### src/rtl/decoder_38_scan_if.sv
// Switch/LED bundle between the decoder and whatever drives its code inputs.
// Master drives din/en/load/scan/dir; slave returns dout/code/valid.
interface decoder_38_scan_if;
   logic [2:0] din;
   logic       en;
   logic       load;
   logic       scan;
   logic       dir;
   logic [7:0] dout;
   logic [2:0] code;
   logic       valid;

   modport master (output din, en, load, scan, dir, input dout, code, valid);
   modport slave  (input din, en, load, scan, dir, output dout, code, valid);
endinterface

### src/rtl/decoder_38_scan.sv
// Registered 3-to-8 one-hot decoder with load latch and prescaled auto-scan.
// Latency: one edge from any sampled input to dout/code/valid.
// No backpressure: level inputs are sampled every edge, outputs always live.
module decoder_38_scan #(
   parameter int TICK_DIV   = 50_000_000,
   parameter int ACTIVE_LOW = 0
) (
   input  logic clk,
   input  logic rst,
   decoder_38_scan_if.slave bus
);
   localparam int PW = (TICK_DIV > 1) ? $clog2(TICK_DIV) : 1;
   localparam logic [PW-1:0] LAST  = PW'(TICK_DIV - 1);
   localparam logic [7:0]    BLANK = (ACTIVE_LOW != 0) ? 8'hFF : 8'h00;

   typedef enum logic [1:0] {IDLE, HOLD, SCAN} state_t;

   state_t        state;
   logic [2:0]    code_q;
   logic [PW-1:0] pre;
   logic [7:0]    dout_q;
   logic          valid_q;
   logic          tick;
   logic [2:0]    code_step;

   function automatic logic [7:0] shown(input logic [2:0] c);
      logic [7:0] oh;
      oh = 8'h01 << c;
      return (ACTIVE_LOW != 0) ? ~oh : oh;
   endfunction

   assign tick      = (pre == LAST);
   assign code_step = bus.dir ? (code_q - 3'd1) : (code_q + 3'd1);

   // dout/valid are loaded from the same next-state decisions as state/code,
   // so all outputs move together on one edge.
   always_ff @(posedge clk) begin
      if (rst) begin
         state   <= IDLE;
         code_q  <= 3'd0;
         pre     <= '0;
         dout_q  <= BLANK;
         valid_q <= 1'b0;
      end else if (!bus.en) begin
         state   <= IDLE;
         pre     <= '0;
         dout_q  <= BLANK;
         valid_q <= 1'b0;
      end else if (bus.load) begin
         state   <= HOLD;
         code_q  <= bus.din;
         pre     <= '0;
         dout_q  <= shown(bus.din);
         valid_q <= 1'b1;
      end else if (bus.scan) begin
         state   <= SCAN;
         valid_q <= 1'b1;
         if (state != SCAN) begin
            pre    <= '0;
            dout_q <= shown(code_q);
         end else if (tick) begin
            pre    <= '0;
            code_q <= code_step;
            dout_q <= shown(code_step);
         end else begin
            pre    <= pre + 1'b1;
            dout_q <= shown(code_q);
         end
      end else if (state == SCAN) begin
         state   <= HOLD;
         pre     <= '0;
         dout_q  <= shown(code_q);
         valid_q <= 1'b1;
      end
   end

   assign bus.dout  = dout_q;
   assign bus.code  = code_q;
   assign bus.valid = valid_q;
endmodule

### src/flat_wrapper.sv
// flat-port wrapper written by rule: the top's interface ports become plain ports
module decoder_38_scan_flat 
#(
   parameter int TICK_DIV   = 50_000_000,
   parameter int ACTIVE_LOW = 0
)
  (clk, rst, bus_din, bus_en, bus_load, bus_scan, bus_dir, bus_dout, bus_code, bus_valid);
  decoder_38_scan_if bus_i ();
  input  logic clk;
  input  logic rst;
  input wire logic [$bits(bus_i.din)-1:0] bus_din;
  input wire logic [$bits(bus_i.en)-1:0] bus_en;
  input wire logic [$bits(bus_i.load)-1:0] bus_load;
  input wire logic [$bits(bus_i.scan)-1:0] bus_scan;
  input wire logic [$bits(bus_i.dir)-1:0] bus_dir;
  output wire logic [$bits(bus_i.dout)-1:0] bus_dout;
  output wire logic [$bits(bus_i.code)-1:0] bus_code;
  output wire logic [$bits(bus_i.valid)-1:0] bus_valid;
  assign bus_i.din = bus_din;
  assign bus_i.en = bus_en;
  assign bus_i.load = bus_load;
  assign bus_i.scan = bus_scan;
  assign bus_i.dir = bus_dir;
  assign bus_dout = bus_i.dout;
  assign bus_code = bus_i.code;
  assign bus_valid = bus_i.valid;
  decoder_38_scan #(.TICK_DIV(TICK_DIV), .ACTIVE_LOW(ACTIVE_LOW)) u_core (.clk(clk), .rst(rst), .bus(bus_i));
endmodule
### config.mk
export PLATFORM = sky130hd
export DESIGN_NAME = decoder_38_scan_flat
export DESIGN_NICKNAME = d
export VERILOG_FILES = /design/src/rtl/decoder_38_scan_if.sv /design/src/rtl/decoder_38_scan.sv /design/src/flat_wrapper.sv
export SDC_FILE = /design/constraint.sdc
export NUM_CORES = 1
export LEC_CHECK = 0
export ABC_AREA = 0
export CAP_MARGIN = 20
export CORE_MARGIN = 2
export CORE_UTILIZATION = 40
export CTS_CLUSTER_DIAMETER = 150
export DETAILED_ROUTE_END_ITERATION = 16
export GPL_TIMING_DRIVEN = 0
export HOLD_SLACK_MARGIN = 0.02
export MAX_ROUTING_LAYER = met4
export SYNTH_ARGS = -nofsm -noshare
export SYNTH_HDL_FRONTEND = slang
export SYNTH_SLANG_ARGS = --single-unit
### constraint.sdc
create_clock -name clk -period 6.05 [get_ports clk]
set_input_delay 1.5125 -clock clk [delete_from_list [all_inputs] [get_ports clk]]
set_output_delay 1.5125 -clock clk [all_outputs]
set_load 0.01 [all_outputs]
==> results.json, run 1 <==
{
  "status": "finished, final reports clean",
  "finalNetCount": 347,
  "power_switching_w": 0.000137,
  "worst_slack_ps": 2550,
  "cts_buffers": 5,
  "dpl_worst_slack_ps": 2210,
  "tns_ps": 0,
  "hold_viol": 0,
  "ys_types": 54,
  "yosysSeqAreaShare_pct": 32.3,
  "yosys_warnings": 0,
  "post_cts_buffers": 0,
  "synth_cells": 306,
  "clk_latency_ps": 310,
  "max_slew.worst_pin.slew_ps": 915,
  "ant_nets": 0,
  "antenna_cells": 0,
  "initial_core_util_pct": 41.6,
  "via_count": 2370,
  "grt.overflow.total": 0,
  "p_int_w": 0.000435,
  "cts_tree": "yes",
  "antenna_found_initial": 0,
  "period_needed_ps": 3500,
  "cts.clk_slew.worst_paths_ps": 80,
  "grt_max_degree": 13,
  "netlist_area_mm2": 0.00248,
  "power_density_mw_per_mm2": 198,
  "dp_hpwl_um": 4620,
  "die_area_mm2": 0.00684,
  "clock_power_share_pct": 43.2,
  "min_path_type": "reg2reg",
  "post_cts_resized": 0,
  "layoutNonFillerInstCount": 407,
  "grt_pass1_vias": 2133,
  "cts-htree-levels": 2,
  "grt_util_met2_pct": 28.5,
  "std_cell_rows": 28,
  "power.leakage_nw": 0.974,
  "routed_wl_um": 6480,
  "grtUsageTotal_pct": 21.2,
  "cts-hold-fix-buffers": 0,
  "ctsRootBufferMaster": "clkbuf_8",
  "startpoint_type": "primary input",
  "clock.fmax_mhz": 286,
  "p_sw_share_pct": 23.9,
  "setup_viol": 0,
  "grt_busiest_layer": "met1",
  "synth_flop_cell": "dfxtp_1",
  "endpoint_kind": "flip-flop",
  "skew_ps": 5.48,
  "pin_count": 21,
  "first_pass_iters": 4,
  "ys_async_sr_fraction_pct": 0,
  "critPathRequiredTime_ps": 6240,
  "coreArea_mm2": 0.00596,
  "clk_path_buf_depth": 2,
  "syn-num-nets": 322,
  "met1_usage_pct": 30.7,
  "gp_congestion": 0.871,
  "die_w_um": 82.7,
  "globalRouteMet3Util_pct": 5.33,
  "power_frac_seq_pct": 47.3,
  "slew_viol_final": 0,
  "dp.cells": 399,
  "drive_gt1_share_pct": 9.94,
  "irDropWorstVdd_mv": 0.0986,
  "synth.avg_cell_area_um2": 8.10,
  "synth-seq-cells": 40,
  "drt_iter0_markers": 167,
  "synth-edff-count": 0,
  "path_max_fanout": 6,
  "grt_pass1_wl_um": 10600,
  "period_share_pct": 57.9,
  "area_delta_synth_final_pct": 16.2,
  "die_y_um": 82.7,
  "slew_headroom_pct": 38.5,
  "portBuffers": 18,
  "clock_sinks": 40,
  "wl_per_cell_um": 15.9,
  "detail_route.vias_per_cell": 5.82,
  "drv_cap": 0,
  "critPathKind": "in2reg",
  "rsz0062_at_grt": "no",
  "drc": 0,
  "arrival_ps": 3690,
  "combPwrFrac_pct": 9.6
}
==> layout make-up <==
| class | instances | area [um2] |
|---|---|---|
| clock inverter | 1 | 30.0 |
| tap | 75 | 93.8 |
| buffer | 14 | 87.6 |
| inverter | 11 | 41.3 |
| timing repair buffer | 18 | 180 |
| fill | 625 | 3080 |
| multi-input combinational | 241 | 1550 |
| sequential | 40 | 801 |
| clock buffer | 7 | 96.3 |
==> cell usage in the layout (no fill, tap or decap), drive strengths merged, types with 4 or more instances in the layout <==
cell | netlist | layout
a21oi | 22 | 22
a31oi | 21 | 21
and2 | 4 | 4
and3 | 7 | 7
and4 | 4 | 4
buf | 8 | 8
clkbuf | 6 | 13
clkdlybuf4s50 | 0 | 18
dfxtp | 40 | 40
ha | 6 | 6
inv | 10 | 10
mux2i | 6 | 6
nand2 | 31 | 31
nand3 | 20 | 20
nand4 | 19 | 19
nor2 | 26 | 26
nor2b | 5 | 5
nor3 | 10 | 10
nor4 | 6 | 6
o21ai | 16 | 16
xnor2 | 6 | 6
==> critical path, cell delays in order <==
cell,delay [ps]
clkdlybuf4s50_1,520
inv_1,70
fa_1,370
xnor2_1,150
xnor2_1,460
nor4_2,130
a221oi_1,370
a21oi_1,110
==> power by group through the flow <==
stage	registers (W)	logic [W]	clock network [W]
2_1_floorplan	0.000277	0.0000304	0
3_3_place_gp	0.000276	0.0000538	0
3_5_place_dp	0.000276	0.0000539	0
4_1_cts	0.000270	0.0000541	0.000254
5_1_grt	0.000271	0.0000610	0.000264
6_report	0.000270	0.0000546	0.000247
==> synth_stat cells (3+ instances only) <==
cell      count  area share (%)
dfxtp_1      40              32
o21ai_0      12             2.4
mux2i_1       6             2.4
buf_6         4             1.8
nand3_1      18             3.6
and2_1        4             1.0
a21oi_1      22             4.4
xnor2_1       6             2.1
nor2_1       26             3.9
clkbuf_1      5            0.76
and3_1        7             1.8
a31oi_1      21             5.3
ha_1          6             3.0
nand3b_1      3            0.91
o21ai_1       4            0.81
nor2b_1       4             1.0
a41oi_1       3             1.1
inv_1        10             1.5
buf_2         3            0.61
nor3_1       10             2.0
nand4_1      18             4.5
nand2_1      30             4.5
==> per-layer routing <==
metal  wire (um)  vias up
li1            -     1189
met1        3440     1123
met2        2650       47
met3         263       11
met4         124        0
met5           0        -
==> path summary, 6_finish.rpt <==
| path | depth (start not counted) | endpoint | from | slack (ps) |
|---|---|---|---|---|
| worst min register to register | 1 | u_core.pre[15]$_SDFFE_PP0P_ | u_core.pre[15]$_SDFFE_PP0P_ | 480 |
| worst max register to register | 7 | u_core.bus.dout[5]$_SDFFE_PP0P_ | u_core.bus.code[0]$_SDFFE_PP0P_ | 3570 |
| worst min-delay path | 1 | u_core.pre[15]$_SDFFE_PP0P_ | u_core.pre[15]$_SDFFE_PP0P_ | 480 |
| worst max-delay path | 8 | u_core.bus.dout[5]$_SDFFE_PP0P_ | bus_dir | 2550 |
==> stage by stage <==
step / hold WS (ps) / util, % / instance area, um2 / total power, W
floorplan: 447 / - / 2480 / 0.000308
detailed placement: 472 / 46.2 / 2750 / 0.000330
global placement: 463 / 46.2 / 2750 / 0.000330
CTS: 487 / 48.3 / 2880 / 0.000578
finish: 480 / 48.3 / 2880 / 0.000571
global route: 505 / 48.3 / 2880 / 0.000596
==> state kept, by name, summed over array words and instances, names as in the netlist <==
register	count
u_core.bus.code	3
u_core.pre	26
u_core.state	2
u_core.bus.valid	1
u_core.bus.dout	8
==> logic make-up (layout without fill, tap and decap cells) <==
logic type	Yosys count	in the layout	synth area share (%)
buffers and inverters	25	51	5.20
multiplexers	6	6	2.42
adder cells (fa/ha/maj)	7	7	3.84
AND/OR/NAND/NOR	145	145	33.7
AO/OA/AOI/OAI	76	76	20.0
XOR/XNOR	7	7	2.47
flip-flops	40	40	32.3
No activity file was read; power rests on OpenSTA's default activity.
==> inputs of run 2 (changes only) <==
- clock period: 6.05 -> 3.09 ns (I/O delays scaled with it)
==> results of run 2 <==
Same layout as run 1 (identical final DEF). Status: finished, final reports clean.
Main changes from that run: setup slack after placement 2210 ps -> -12.5 ps; setup slack after layout 2550 ps -> 328 ps; register-to-register setup slack 3570 ps -> 610 ps; total power 0.000571 W -> 0.00112 W; worst IR drop on VDD 0.0986 mV -> 0.193 mV
==> variant 1, RTL diff (settings of run 2) <==
`TICK_DIV` is set to 50_000_000 in 2 places; all go to 25_000_000.
--- a/src/rtl/decoder_38_scan.sv
+++ b/src/rtl/decoder_38_scan.sv
@@ -2,7 +2,7 @@
 // Latency: one edge from any sampled input to dout/code/valid.
 // No backpressure: level inputs are sampled every edge, outputs always live.
 module decoder_38_scan #(
-   parameter int TICK_DIV   = 50_000_000,
+   parameter int TICK_DIV   = 25_000_000,
    parameter int ACTIVE_LOW = 0
 ) (
    input  logic clk,
--- a/src/flat_wrapper.sv
+++ b/src/flat_wrapper.sv
@@ -1,7 +1,7 @@
 // flat-port wrapper written by rule: the top's interface ports become plain ports
 module decoder_38_scan_flat 
 #(
-   parameter int TICK_DIV   = 50_000_000,
+   parameter int TICK_DIV   = 25_000_000,
    parameter int ACTIVE_LOW = 0
 )
   (clk, rst, bus_din, bus_en, bus_load, bus_scan, bus_dir, bus_dout, bus_code, bus_valid);
Behaviour: same outputs for any inputs over 10 cycles, from zero or initial values and one cycle with rst high; that may be too few to reach the edited logic, so the function may still have changed.
==> variant 1 against run 2 <==
Setup slack better by 78 ps; clock skew up 1.5 ps; wire length up 1.6%; final area up 0.65%; sequential cell count down 1; critical path type unchanged; global-route usage up 1.0 points; synthesized area down 0.30%; total power up 3.1%.
==> variant 1: results (changes against run 2) <==
Status - finished clean
Maximum fanout along the worst path - 10 (+4)
Register area share after synthesis - 31.6% (-0.71 points)
Max stage delay cell, worst path - nor3_1
ClkCell Share - 4.58% (+0.19 points)
Nonclk inv count - 7 (-4)
Multi-input gates - 245 (+1.7%)
Clock buf count - 6 (-1)
Cell family with most CP delay - buffers and inverters
Post-Synth Adder-Cell Area - 3.85% (+0.012 points)
Count of plain and timing-repair buffers in the layout - 35 (+9.4%)
Skew-Pair Late Insertion Delay - 290 ps (-20 ps)
Initial drt markers - 121 (-28%)
Via count - 2375 (+0.21%)
Share of layout cells above drive strength 1 - 7.78% (-2.2 points)
Multi-input combinational area share - 55.1% (+1.2 points)
First-pass GRT wire length - 11.3 mm (+6.4%)
Buffering overhead - 9.28% (-0.017 points)
Placed inst area - 2770 µm² (+0.45%)
Clk_skew - 6.99 ps (+1.51 ps)
Max FFs per register - 25 (-3.8%)
Gpl congestion - 0.921 (+5.8%)
Sequential cell area share - 26.9% (-0.87 points)
Largest cells by area after synthesis - dfxtp_1 32%, a21oi_1 4.7%, nand3_1 4.5%
I/O Buffers - 20 (+2)
Worst Path Arrival - 2910 ps (-40 ps)
Fillcell total - 630 (+0.80%)
Synth cell types - 57 (+5.6%)
Post-DP HPWL - 4.77 mm (+3.2%)
Pleak - 0.986 nW (+1.3%)
[variant 1: cell count changes after synthesis, moves of 4 or more]
| cell | change |
|---|---|
| nor3_1 | -5 |
| o21a_1 | +5 |
| mux2i_1 | +4 |
| a31oi_1 | -5 |
| nand2b_1 | +5 |
| buf_6 | -4 |
| nand4_1 | -9 |
| nand2_1 | -5 |
| nand3_1 | +4 |
| or3_1 | +7 |
[variant 1: metrics by stage]
step	instances	hold slack (ps)	utilization (%)	total power, mW
2_1_floorplan	306	432	-	0.597
3_3_place_gp	401	453	46.4	0.647
3_5_place_dp	401	458	46.4	0.646
4_1_cts	409	475	48.7	1.16
5_1_grt	409	485	48.7	1.20
6_report	409	473	48.7	1.15
[variant 1: final timing paths]
| path | to | startpoint | depth (start not counted) | slack [ps] |
|---|---|---|---|---|
| setup / recovery | u_core.pre[19] | bus_load | 7 | 410 |
| hold / removal | u_core.pre[22] | u_core.pre[22] | 1 | 470 |
| hold reg to reg | u_core.pre[22] | u_core.pre[22] | 1 | 470 |
| setup reg to reg | u_core.bus.dout[4] | u_core.bus.code[1] | 7 | 840 |
[variant 1: metal layers]
layer  vias up  routed length (µm)  GRT usage [%]
met5         -                   0              -
met4         0                  79           7.05
met3        11                 185           3.48
met2        50                3290           36.7
met1      1116                3030           27.8
li1       1198                   -              -
[variant 1: power by group]
part	leakage [nW]	switching [mW]	internal [mW]
clock	0.0654	0.194	0.323
sequential	0.316	0.00776	0.510
combinational	0.605	0.0686	0.0506
total	0.986	0.270	0.884
[variant 1: kinds of logic (layout without fill, tap and decap cells)]
logic type                 after synthesis  in the layout
and+or+nand+nor                        143            143
AOI/OAI and AO/OA                       78             78
DFF                                     39             39
buffers and inverters                   22             50
muxes                                   10             10
adders and majority gates                7              7
xor gates and xnor gates                 7              7
==> variant 2, RTL diff (flow settings as in run 2) <==
Without the edit above. Make the reset (`rst`) asynchronous in one clocked block.
--- a/src/rtl/decoder_38_scan.sv
+++ b/src/rtl/decoder_38_scan.sv
@@ -34,7 +34,7 @@
 
    // dout/valid are loaded from the same next-state decisions as state/code,
    // so all outputs move together on one edge.
-   always_ff @(posedge clk) begin
+   always_ff @(posedge clk or posedge rst) begin
       if (rst) begin
          state   <= IDLE;
          code_q  <= 3'd0;
Behaviour: differs if rst is asserted again (counterexample within 4 cycles, from zero or initial values and one cycle with rst high); with rst held inactive, the same outputs for 10 cycles.
==> variant 2 against run 2 <==
Clock skew grew 10 ps; cell count is the same; hold slack lost 5.8 ps; synthesized area grew 7.4%; non-clock buffer count up 6; wire length increased by 3.5%; first-iteration DRC count down 23%; final area up 7.2%; setup slack gained 96 ps; sequential cell count unchanged; largest cell class unchanged; highest routed layer unchanged.
Power is not compared: it rests on default switching activity, and its combinational part moved more than twofold at a synthesized area within 25%.
==> variant 2: results (changes against run 2) <==
I/O Buffers - 20 (+2)
Nets - 345 (-0.58%)
Fillcell total - 655 (+4.8%)
Initial antenna violation count - 0 (unchanged)
Num CTS Buffers - 5 (unchanged)
Sum Neg Setup Slack - 0 ps (unchanged)
Synth Area in XOR/XNOR - 0.658% (-1.8 points)
First-pass GRT wire length - 11.7 mm (+9.9%)
MaxCap Viol Count - 0 (unchanged)
Post-Synth Adder-Cell Area - 3.57% (-0.27 points)
Commonest cells in the netlist - 40 x dfrtp_1, 31 x nand2_1, 22 x a21oi_1, 20 x a31oi_1, 20 x o21ai_0
H-Tree Depth - 2 (unchanged)
Register area share after synthesis - 37.6% (+5.3 points)
Post-DP HPWL - 4.79 mm (+3.6%)
Vias in the first global route - 2379 (+12%)
Maximum fanout along the worst path - 9 (+3)
Post-synthesis compound-gate area fraction - 23.2% (+3.1 points)
Most flop-heavy register - u_core.pre
Worst vdd ir - 0.212 mV
Resize count post-CTS - 0 (unchanged)
Async set-reset flop share out of synthesis - 100% (+100 points)
Max FFs per register - 26 (unchanged)
Synth cell types - 55 (+1.9%)
Inserted Diodes - 0 (unchanged)
Warnings from Yosys - 0 (unchanged)
CTS Buffer Depth - 2 (unchanged)
Gpl congestion - 0.871 (+0.10%)
Status - finished clean
Worst-margin pin slew - 877 ps (-38.5 ps)
Largest cells by area after synthesis - dfrtp_1 38%, a31oi_1 4.7%, nand2_1 4.4%
Layout area overhead - 15.9%
Worst R2R Path Depth - 8 (+1)
Via count - 2432 (+2.6%)
Postcts setup bufs - 0 (unchanged)
Clk_skew - 15.6 ps (+10.1 ps)
Drt first pass iters - 4 (unchanged)
Post-synth net total - 318 (-1.2%)
Worst Path Arrival - 2880 ps (-70 ps)
Root Driver - clkbuf_8
Placed inst area - 2960 µm² (+7.5%)
Largest net degree at the start of global routing - 41 (+28)
Hold path depth - 1 (unchanged)
CTS clk-pin slew, worst paths - 80 ps (about the same)
Share of layout cells above drive strength 1 - 10.9% (+0.97 points)
Final setup viols - 0 (unchanged)
Total Routing Usage GR - 20.4% (-0.75 points)
Proportion of synthesized area in mux cells - 1.93% (-0.50 points)
Routed len/inst - 16.5 µm (+3.5%)
Skew-Pair Late Insertion Delay - 300 ps
HP Class - register to register
Initial drt markers - 129 (-23%)
Pleak - 1.24 nW
-- variant 2: changes by cell type in the layout (fill, tap and decap cells not counted), sizes merged, moves of 7 or more --
cell    change
a22oi       +7
dfrtp      +40
dfxtp      -40
nand2b      +8
nand4      -10
nor2       -12
-- variant 2: final timing paths --
check                                         from                 end  slack (ps)
min in group asynchronous                      rst  u_core.bus.code[0]         970
max in group asynchronous                      rst       u_core.pre[0]        1550
worst min-delay path                u_core.pre[25]      u_core.pre[25]         470
worst min register to register      u_core.pre[25]      u_core.pre[25]         470
worst max-delay path                       bus_dir  u_core.bus.dout[4]         420
worst max register to register  u_core.bus.code[0]  u_core.bus.dout[4]         580
-- variant 2: where the power goes --
part / switching, mW / internal, mW / total [mW]
Clock: 0.197 / 0.285 / 0.483
Sequential: 0.0145 / 0.539 / 0.553
Combinational: 0.129 / 0.101 / 0.230
-- variant 2: kinds of logic after synthesis --
family          count (synthesis)
simple gates                  123
flops                          40
compound gates                 95
xor+xnor                        2
buf+inv                        30
fa+ha+maj                       7
mux                             5
-- variant 2: critical path: stages --
cell and delay (ps):
clkdlybuf4s50_1 510, inv_1 70, fa_1 370, xor2_1 160, xnor2_1 530, and2_1 220
mux2i_1 70, o221ai_1 180
-- variant 2: cell type report --
class,instances,share of cell area [%]
inverter,12,1.46
clock buffer,7,3.12
tap,77,3.12
sequential,40,32.4
buffer,18,4.83
timing repair buffer,20,6.49
multi-input combinational,232,47.6
clock inverter,1,0.973
-- variant 2: layer usage --
layer | GRT usage (%) | vias to the layer above | routed length, µm
li1 | - | 1178 | -
met1 | 26.6 | 1188 | 3140
met2 | 32.9 | 57 | 3270
met3 | 3.56 | 9 | 206
met4 | 5.63 | 0 | 102
met5 | - | - | 0
-- variant 2: metrics by stage --
stage | instances | power (mW) | setup WS, ps
4_1_cts | 407 | 1.27 | 463
3_5_place_dp | 399 | 0.793 | 146
5_1_grt | 407 | 1.34 | 228
3_3_place_gp | 399 | 0.792 | 125
6_report | 407 | 1.27 | 424
2_1_floorplan | 302 | 0.709 | 915
